[src/rtl/uart_pkg.sv]
// Shared UART definitions: FSM state encodings and parity-mode constants,
// intended for reuse by both the transmitter and a future receiver.
package uart_pkg;

  localparam logic [2:0] ST_IDLE   = 3'd0;
  localparam logic [2:0] ST_START  = 3'd1;
  localparam logic [2:0] ST_DATA   = 3'd2;
  localparam logic [2:0] ST_PARITY = 3'd3;
  localparam logic [2:0] ST_STOP1  = 3'd4;
  localparam logic [2:0] ST_STOP2  = 3'd5;

  localparam logic [1:0] PARITY_NONE = 2'b00;
  localparam logic [1:0] PARITY_EVEN = 2'b01;
  localparam logic [1:0] PARITY_ODD  = 2'b10;

  // Reserved encoding 2'b11 deliberately falls through to "no parity".
  function automatic logic parity_enabled(input logic [1:0] mode);
    return (mode == PARITY_EVEN) || (mode == PARITY_ODD);
  endfunction

endpackage

[src/rtl/uart_baud_gen.sv]
// Bit-period timer: counts clocks since the start of the current bit and
// pulses bit_end in the last clock of the period. Cleared while idle.
module uart_baud_gen #(
  parameter  int CLKS_PER_BAUD = 868,
  localparam int BAUD_CNT_W    = $clog2(CLKS_PER_BAUD + 1)
) (
  input  logic                  i_CLK,
  input  logic                  i_RESET_N,
  input  logic                  i_CLR,
  input  logic                  i_EN,
  output logic                  o_BIT_END,
  output logic [BAUD_CNT_W-1:0] o_CNT
);

  localparam logic [BAUD_CNT_W-1:0] LAST = BAUD_CNT_W'(CLKS_PER_BAUD - 1);

  logic [BAUD_CNT_W-1:0] cnt_reg;

  assign o_BIT_END = i_EN && (cnt_reg == LAST);
  assign o_CNT     = cnt_reg;

  // Restarting on bit_end keeps every bit exactly CLKS_PER_BAUD clocks, including CLKS_PER_BAUD=1.
  always_ff @(posedge i_CLK or negedge i_RESET_N) begin
    if (!i_RESET_N) begin
      cnt_reg <= '0;
    end else if (i_CLR || o_BIT_END) begin
      cnt_reg <= '0;
    end else if (i_EN) begin
      cnt_reg <= cnt_reg + BAUD_CNT_W'(1);
    end
  end

endmodule

[src/rtl/uart_tx_param.sv]
// Parametrised UART transmitter: one character per valid/ready handshake,
// run-time parity and stop-bit selection, registered glitch-free serial output.
module uart_tx_param
  import uart_pkg::*;
#(
  parameter  int DATA_BITS     = 8,
  parameter  int CLKS_PER_BAUD = 868,
  localparam int BAUD_CNT_W    = $clog2(CLKS_PER_BAUD + 1)
) (
  input  logic                 i_CLK,
  input  logic                 i_RESET_N,
  input  logic                 i_TX_VALID,
  output logic                 o_TX_READY,
  input  logic [DATA_BITS-1:0] i_DATA_IN,
  input  logic [1:0]           i_PARITY_MODE,
  input  logic                 i_TWO_STOP,
  output logic                 o_TX_BUSY,
  output logic                 o_FRAME_DONE,
  output logic                 o_TX
);

  if (DATA_BITS < 5 || DATA_BITS > 9) begin : gen_bad_data_bits
    $error("uart_tx_param: DATA_BITS must be in 5..9");
  end
  if (CLKS_PER_BAUD < 1) begin : gen_bad_clks_per_baud
    $error("uart_tx_param: CLKS_PER_BAUD must be >= 1");
  end

  localparam int                    BIT_CNT_W = $clog2(DATA_BITS);
  localparam logic [BIT_CNT_W-1:0]  LAST_BIT  = BIT_CNT_W'(DATA_BITS - 1);
  localparam logic [BAUD_CNT_W-1:0] PRE_LAST  =
    BAUD_CNT_W'((CLKS_PER_BAUD >= 2) ? (CLKS_PER_BAUD - 2) : 0);

  logic [2:0]            state_reg, state_next;
  logic                  tx_reg, tx_next;
  logic                  done_reg, done_next;
  logic [DATA_BITS-1:0]  shift_reg, shift_next;
  logic [BIT_CNT_W-1:0]  bit_cnt_reg, bit_cnt_next;
  logic                  par_en_reg, par_en_next;
  logic                  par_bit_reg, par_bit_next;
  logic                  two_stop_reg, two_stop_next;
  logic                  last_stop_next;
  logic                  bit_end;
  logic [BAUD_CNT_W-1:0] baud_cnt;

  uart_baud_gen #(.CLKS_PER_BAUD(CLKS_PER_BAUD)) u_baud (
    .i_CLK     (i_CLK),
    .i_RESET_N (i_RESET_N),
    .i_CLR     (state_reg == ST_IDLE),
    .i_EN      (state_reg != ST_IDLE),
    .o_BIT_END (bit_end),
    .o_CNT     (baud_cnt)
  );

  // tx_next always carries the line level of the state being entered, so o_TX stays a plain flop.
  always_comb begin
    state_next    = state_reg;
    tx_next       = tx_reg;
    shift_next    = shift_reg;
    bit_cnt_next  = bit_cnt_reg;
    par_en_next   = par_en_reg;
    par_bit_next  = par_bit_reg;
    two_stop_next = two_stop_reg;
    case (state_reg)
      ST_IDLE: begin
        tx_next = 1'b1;
        if (i_TX_VALID) begin
          state_next    = ST_START;
          tx_next       = 1'b0;
          shift_next    = i_DATA_IN;
          bit_cnt_next  = '0;
          par_en_next   = parity_enabled(i_PARITY_MODE);
          par_bit_next  = (^i_DATA_IN) ^ (i_PARITY_MODE == PARITY_ODD);
          two_stop_next = i_TWO_STOP;
        end
      end
      ST_START: if (bit_end) begin
        state_next = ST_DATA;
        tx_next    = shift_reg[0];
      end
      ST_DATA: if (bit_end) begin
        if (bit_cnt_reg == LAST_BIT) begin
          state_next = par_en_reg ? ST_PARITY : ST_STOP1;
          tx_next    = par_en_reg ? par_bit_reg : 1'b1;
        end else begin
          bit_cnt_next = bit_cnt_reg + BIT_CNT_W'(1);
          shift_next   = shift_reg >> 1;
          tx_next      = shift_reg[1];
        end
      end
      ST_PARITY: if (bit_end) begin
        state_next = ST_STOP1;
        tx_next    = 1'b1;
      end
      ST_STOP1: if (bit_end) begin
        state_next = two_stop_reg ? ST_STOP2 : ST_IDLE;
        tx_next    = 1'b1;
      end
      ST_STOP2: if (bit_end) begin
        state_next = ST_IDLE;
        tx_next    = 1'b1;
      end
      default: begin
        state_next = ST_IDLE;
        tx_next    = 1'b1;
      end
    endcase
    // Done is raised for the final clock of the last stop bit: on entry when a bit is one clock long.
    last_stop_next = (state_next == ST_STOP2) || ((state_next == ST_STOP1) && !two_stop_reg);
    done_next      = last_stop_next &&
                     (bit_end ? (CLKS_PER_BAUD == 1) : (baud_cnt == PRE_LAST));
  end

  always_ff @(posedge i_CLK or negedge i_RESET_N) begin
    if (!i_RESET_N) begin
      state_reg    <= ST_IDLE;
      tx_reg       <= 1'b1;
      done_reg     <= 1'b0;
      shift_reg    <= '0;
      bit_cnt_reg  <= '0;
      par_en_reg   <= 1'b0;
      par_bit_reg  <= 1'b0;
      two_stop_reg <= 1'b0;
    end else begin
      state_reg    <= state_next;
      tx_reg       <= tx_next;
      done_reg     <= done_next;
      shift_reg    <= shift_next;
      bit_cnt_reg  <= bit_cnt_next;
      par_en_reg   <= par_en_next;
      par_bit_reg  <= par_bit_next;
      two_stop_reg <= two_stop_next;
    end
  end

  assign o_TX         = tx_reg;
  assign o_TX_BUSY    = (state_reg != ST_IDLE);
  assign o_TX_READY   = (state_reg == ST_IDLE);
  assign o_FRAME_DONE = done_reg;

endmodule
[config.mk]
export PLATFORM = sky130hd
export DESIGN_NAME = uart_tx_param
export DESIGN_NICKNAME = d
export VERILOG_FILES = /design/src/rtl/uart_pkg.sv /design/src/rtl/uart_baud_gen.sv /design/src/rtl/uart_tx_param.sv
export SDC_FILE = /design/constraint.sdc
export NUM_CORES = 1
export LEC_CHECK = 0
export BUFFER_PORTS_ARGS = -buffer_cell sky130_fd_sc_hd__buf_2
export CORE_MARGIN = 4
export CORE_UTILIZATION = 55
export CTS_BUF_LIST = sky130_fd_sc_hd__clkbuf_16
export CTS_CLUSTER_DIAMETER = 60
export DETAILED_ROUTE_END_ITERATION = 10
export PLACE_DENSITY = 0.76
export SLEW_MARGIN = 40
export SYNTH_ARGS = -nofsm -noshare
export SYNTH_HDL_FRONTEND = slang
export SYNTH_SLANG_ARGS = --single-unit
[constraint.sdc]
create_clock -name i_CLK -period 2.42 [get_ports i_CLK]
set_input_delay 0.605 -clock i_CLK [delete_from_list [all_inputs] [get_ports i_CLK]]
set_output_delay 0.605 -clock i_CLK [all_outputs]
set_load 0.05 [all_outputs]
# [Yosys cells after proc, flatten, opt, wreduce, memory -nomap -nowiden]
# Cells that the tools add are included.
[classes] n_addsub=2 multipliers=0 div_mod_pow=0 n_lt_le_gt_ge=0 eq_ne=17 shift=0 mux=28 bitwise_logic=1 reduce_logical=16
[op_table] cell="$mux W3" n=12
[op_table] cell="$mux W8" n=3
[op_table] cell="$eq A10 B10 Y1 const B" n=2
[op_table] cell="$mux W10" n=2
[op_table] cell="$pmux W3 S6" n=1
[op_table] cell="$pmux W8 S2" n=1
[op_table] cell="$eq A3 B3 Y1 const B" n=5
[op_table] cell="$add A10 B1 Y10 const B" n=1
[op_table] cell="$ne A2 B2 Y1 const B" n=4
[op_table] cell="$reduce_xor A8 Y1" n=1
[op_table] cell="$mux W1" n=7
[op_table] cell="$eq A3 B2 Y1 const B" n=2
[op_table] cell="$pmux W3 S2" n=1
[op_table] cell="$pmux W1 S4" n=1
[op_table] cell="$reduce_and A4 Y1" n=1
[op_table] cell="$reduce_bool A2 Y1" n=2
[op_table] cell="$add A3 B1 Y3 const B" n=1
[op_table] cell="$eq A3 B1 Y1 const B" n=1
[op_table] cell="$logic_and A1 B1 Y1" n=3
[op_table] cell="$logic_not A3 Y1" n=1
[op_table] cell="$logic_or A1 B1 Y1" n=3
[op_table] cell="$reduce_and A3 Y1" n=1
[op_table] cell="$reduce_bool A3 Y1" n=1
[op_table] cell="$reduce_or A3 Y1" n=1
[op_table] cell="6 further kinds" n=6
[totals] reg_bits=29 latch_bits=0 ramBits=0 romBits=0 in_bits=14 n_memories=0

# [Depth between registers and ports, before layout]
[depth] depth_word=8 mapped_depth=6 mapped_depth_nobuf=6

# [Hierarchy]
# Synthesis repeated with hierarchy kept, for this count alone.
[unflattened] cells_unflattened=165 area_unflattened_um2=1720.4
[modules_own_cells] module="uart_tx_param" instances=1 cells_each=112 area_each_um2=1136.1
[modules_own_cells] module="uart_baud_gen" instances=1 cells_each=53 area_each_um2=584.3

# [Worst setup path before layout]
# OpenSTA, ideal clock, no wires.
[synth_path] path_kind="flip-flop to output port" startpoint="register state_reg[1]" endpoint="output port o_TX_READY" arrival_time_ns=1.456 required_ns=1.815 slack_ns=0.359 stages_incl_launch_ff=4 path_buffers=1 path_cell_list="dfrtp_1 > clkbuf_1 > or3_1 > inv_2"
[synth_via] elab_chain_len=1
[synth_rtl] item="from (decl)" line_no="uart_tx_param.sv:34" text="logic [2:0] state_reg, state_next;"
[synth_rtl] item="from (signal assigned)" line_no="uart_tx_param.sv:125" text="state_reg <= state_next;"
[synth_rtl] item="$logic_not A3 Y1" line_no="uart_tx_param.sv:138" text="assign o_TX_READY = (state_reg == ST_IDLE);"
[synth_rtl] item="to (decl)" line_no="uart_tx_param.sv:13" text="output logic o_TX_READY,"
# No other way between the ends.

# [Worst setup path after layout]
[layout_path] startpoint="register state_reg[2]" endpoint="output port o_TX_READY"
# Same word-level chain as after synthesis.

==> impl_metrics.tcl <==
set metrics [dict create \
    status "finished, final reports clean" \
    gp_congestion 0.876 \
    fin_hold_ws_ns 0.349 \
    arrival_ns 1.65 \
    die_y_um 62.6 \
    drv_slew 0 \
    yosys_warnings 0 \
    grt_use_total 0.195 \
    drcViolationCount 0 \
    cts_buffers 5 \
    worstRegToRegCells 4 \
    seqPwrFrac 0.443 \
    syn_inst 158 \
    die_w_um 62.6 \
    synth_async_sr_flop_share 1.00 \
    synth_edf_count 0 \
    cp.depth 3 \
    grt_max_degree 30 \
    fin_tns_setup_ns 0 \
    pre_cts_slack_ns 0.303 \
    cts_sinks 29 \
    hold_buffers 0 \
    htreeDepth 2 \
    seq_area_frac_synth 0.443 \
    synthDistinctLibCells 42 \
    tightest_slew_ns 0.628 \
    grt_pass1_vias 1193 \
    hold_viol_final 0 \
    path_clk_slew_ns 0.05 \
    core_area_um2 2810 \
    cts_tree "done" \
    syn2layout_area_growth_pct 14.6 \
    min_period_over_period 0.930 \
    critPathLaunchType "flip-flop" \
    worst_path_largest_cell_delay_ns 0.50 \
    fin_cells 208 \
    grt_pass1_wl_mm 5.84 \
    clkPwrFrac 0.498 \
    layout-drive-gt1-share 0.260 \
    placed_cells 200 \
    critPathMaxFanout 12 \
    synthFlopType "dfrtp_1" \
    placed_area_um2 1740 \
    layout_min_cycle_time_ns 2.25 \
    initial_core_util 0.585 \
    num_rows 19 \
    first_pass_iters 4 \
    synth_seq_cells 29 \
    clock_path_buffers 2 \
    setup_viol 0 \
    vias 1222 \
    combPwrFrac 0.060 \
    slew_headroom 0.582 \
    cts_root_buf "clkbuf_16" \
    wl_mm 3.31 \
    cp_slowest_cell "dfrtp_1" \
    switching_share 0.206 \
    synth.avg_cell_area_um2 10.4 \
    largest_reg_flops 10 \
    cell_internal_pwr_mw 0.903 \
    hpwl_mm 2.32 \
    worstPathBufferInverterCount 2 \
    post-route-util 0.670 \
    cp.required_ns 1.81 \
    drtIter0Drc 89 \
    path_cells "or3_1 > inv_2 > buf_2" \
    ant_nets 0 \
    power_mw 1.14 \
    antenna_found_initial 0 \
    diodes 0 \
    syn_area_um2 1640 \
    finClkSkew_ns 0.00336 \
    fillers 219 \
    portBuffers 17 \
    power.density_nw_per_um2 605 \
    wl_per_cell_um 15.9 \
    insertion_delay_ns 0.27 \
    fmax_mhz 444 \
    final_nets 195 \
    endpoint_kind "output pin" \
    hold_class "input pin to asynchronous set/reset pin" \
    irDropWorstVdd_mv 0.512 \
    switchingPower_mw 0.235 \
    leakagePower_nw 0.840 \
    cap_viol_max_count 0 \
    ios 18 \
    crit_type "flip-flop to output pin" \
    viasPerCell 5.88 \
    dieArea_um2 3920 \
    post_cts_buffers 0 \
    final_area_um2 1880 \
    cts_resized 0 \
    syn_nets 177 \
    fin_ws_ns 0.169 \
    crit_family "flip-flops" \
    grt_setup_unrepaired "false" \
    overflow 0 \
]
-- kinds of logic (layout without fill, tap and decap cells) --
kind of cell,Yosys count,after routing,share of synthesized area
AOI/OAI and AO/OA,23,23,0.108
xor gates and xnor gates,14,14,0.0831
adders and majority gates,5,5,0.0381
buffers and inverters,17,36,0.0427
DFF,29,29,0.443
muxes,16,16,0.108
and+or+nand+nor,54,54,0.176
-- routing by layer --
metal,global-route usage,up-vias,routed length [um],share of wire
met2,0.301,25,1650,0.50
met4,0.0826,0,55,0.017
li1,-,593,-,-
met3,0.0612,4,132,0.040
met5,0,-,0,0
met1,0.253,600,1470,0.45
-- path summary, 6_finish.rpt --
check / start / to / slack (ns)
min in group i_CLK: shift_reg[3]$_DFFE_PN0P_ / shift_reg[3]$_DFFE_PN0P_ / 0.51
worst max-delay path: state_reg[2]$_DFF_PN0_ / o_TX_READY / 0.17
worst max register to register: state_reg[1]$_DFF_PN0_ / shift_reg[0]$_DFFE_PN0P_ / 0.38
worst min register to register: shift_reg[3]$_DFFE_PN0P_ / shift_reg[3]$_DFFE_PN0P_ / 0.51
worst min-delay path: i_RESET_N / bit_cnt_reg[2]$_DFFE_PN0P_ / 0.35
max in group asynchronous: i_RESET_N / u_baud.o_CNT[5]$_DFFE_PN0P_ / 1.66
-- worst register-to-register path, stage by stage (launching register included) --
cell and delay (ns):
dfrtp_1 0.53, or3b_1 0.48, o21a_4 0.26, a21oi_4 0.25, mux2_2 0.39
-- power groups by stage --
stage                     Clock [mW]  Combinational, mW  Sequential [mW]
after CTS                      0.578             0.0698            0.504
final                          0.567             0.0680            0.504
after floorplan                    0             0.0407            0.509
after detailed placement           0             0.0694            0.511
after global placement             0             0.0662            0.511
after global routing           0.612             0.0792            0.504
-- Yosys cell counts, drive strengths merged (2+ instances only) --
| cell | count | area share |
|---|---|---|
| a311oi | 2 | 0.011 |
| a21oi | 4 | 0.019 |
| nor2b | 2 | 0.0076 |
| mux2i | 2 | 0.012 |
| nand4b | 2 | 0.011 |
| nand2 | 15 | 0.034 |
| clkbuf | 3 | 0.0069 |
| nor2 | 13 | 0.030 |
| xnor2 | 9 | 0.048 |
| inv | 9 | 0.021 |
| nand4 | 4 | 0.015 |
| xor2 | 4 | 0.021 |
| ha | 5 | 0.038 |
| or3 | 2 | 0.0076 |
| mux2 | 14 | 0.096 |
| o21ai | 5 | 0.015 |
| buf | 5 | 0.015 |
| dfrtp | 28 | 0.43 |
| o211ai | 3 | 0.014 |
| nand3 | 7 | 0.021 |
-- area by class of cell --
type / count / area [um2] / share of cell area
clock buffer: 5 / 125 / 0.0665
clock inverter: 3 / 12.5 / 0.00665
inverter: 9 / 33.8 / 0.0180
multi-input combinational: 112 / 843 / 0.448
sequential: 29 / 727 / 0.387
tap: 31 / 38.8 / 0.0206
timing repair buffer: 19 / 100 / 0.0532
-- placed cells by master (no fill, tap or decap), drive strengths merged, types with 2 or more instances in the layout --
cell type / count
mux2: 14
nor2: 13
nand4b: 2
a311oi: 2
inv: 9
nand4: 4
ha: 5
mux2i: 2
clkbuf: 5
nand3: 7
nand2: 15
a21oi: 4
nor2b: 2
o21ai: 5
buf: 19
xor2: 4
xnor2: 9
o211ai: 3
dfrtp: 28
or3: 2
clkinv: 3
Note: power is estimated with default switching activity, not from simulation.
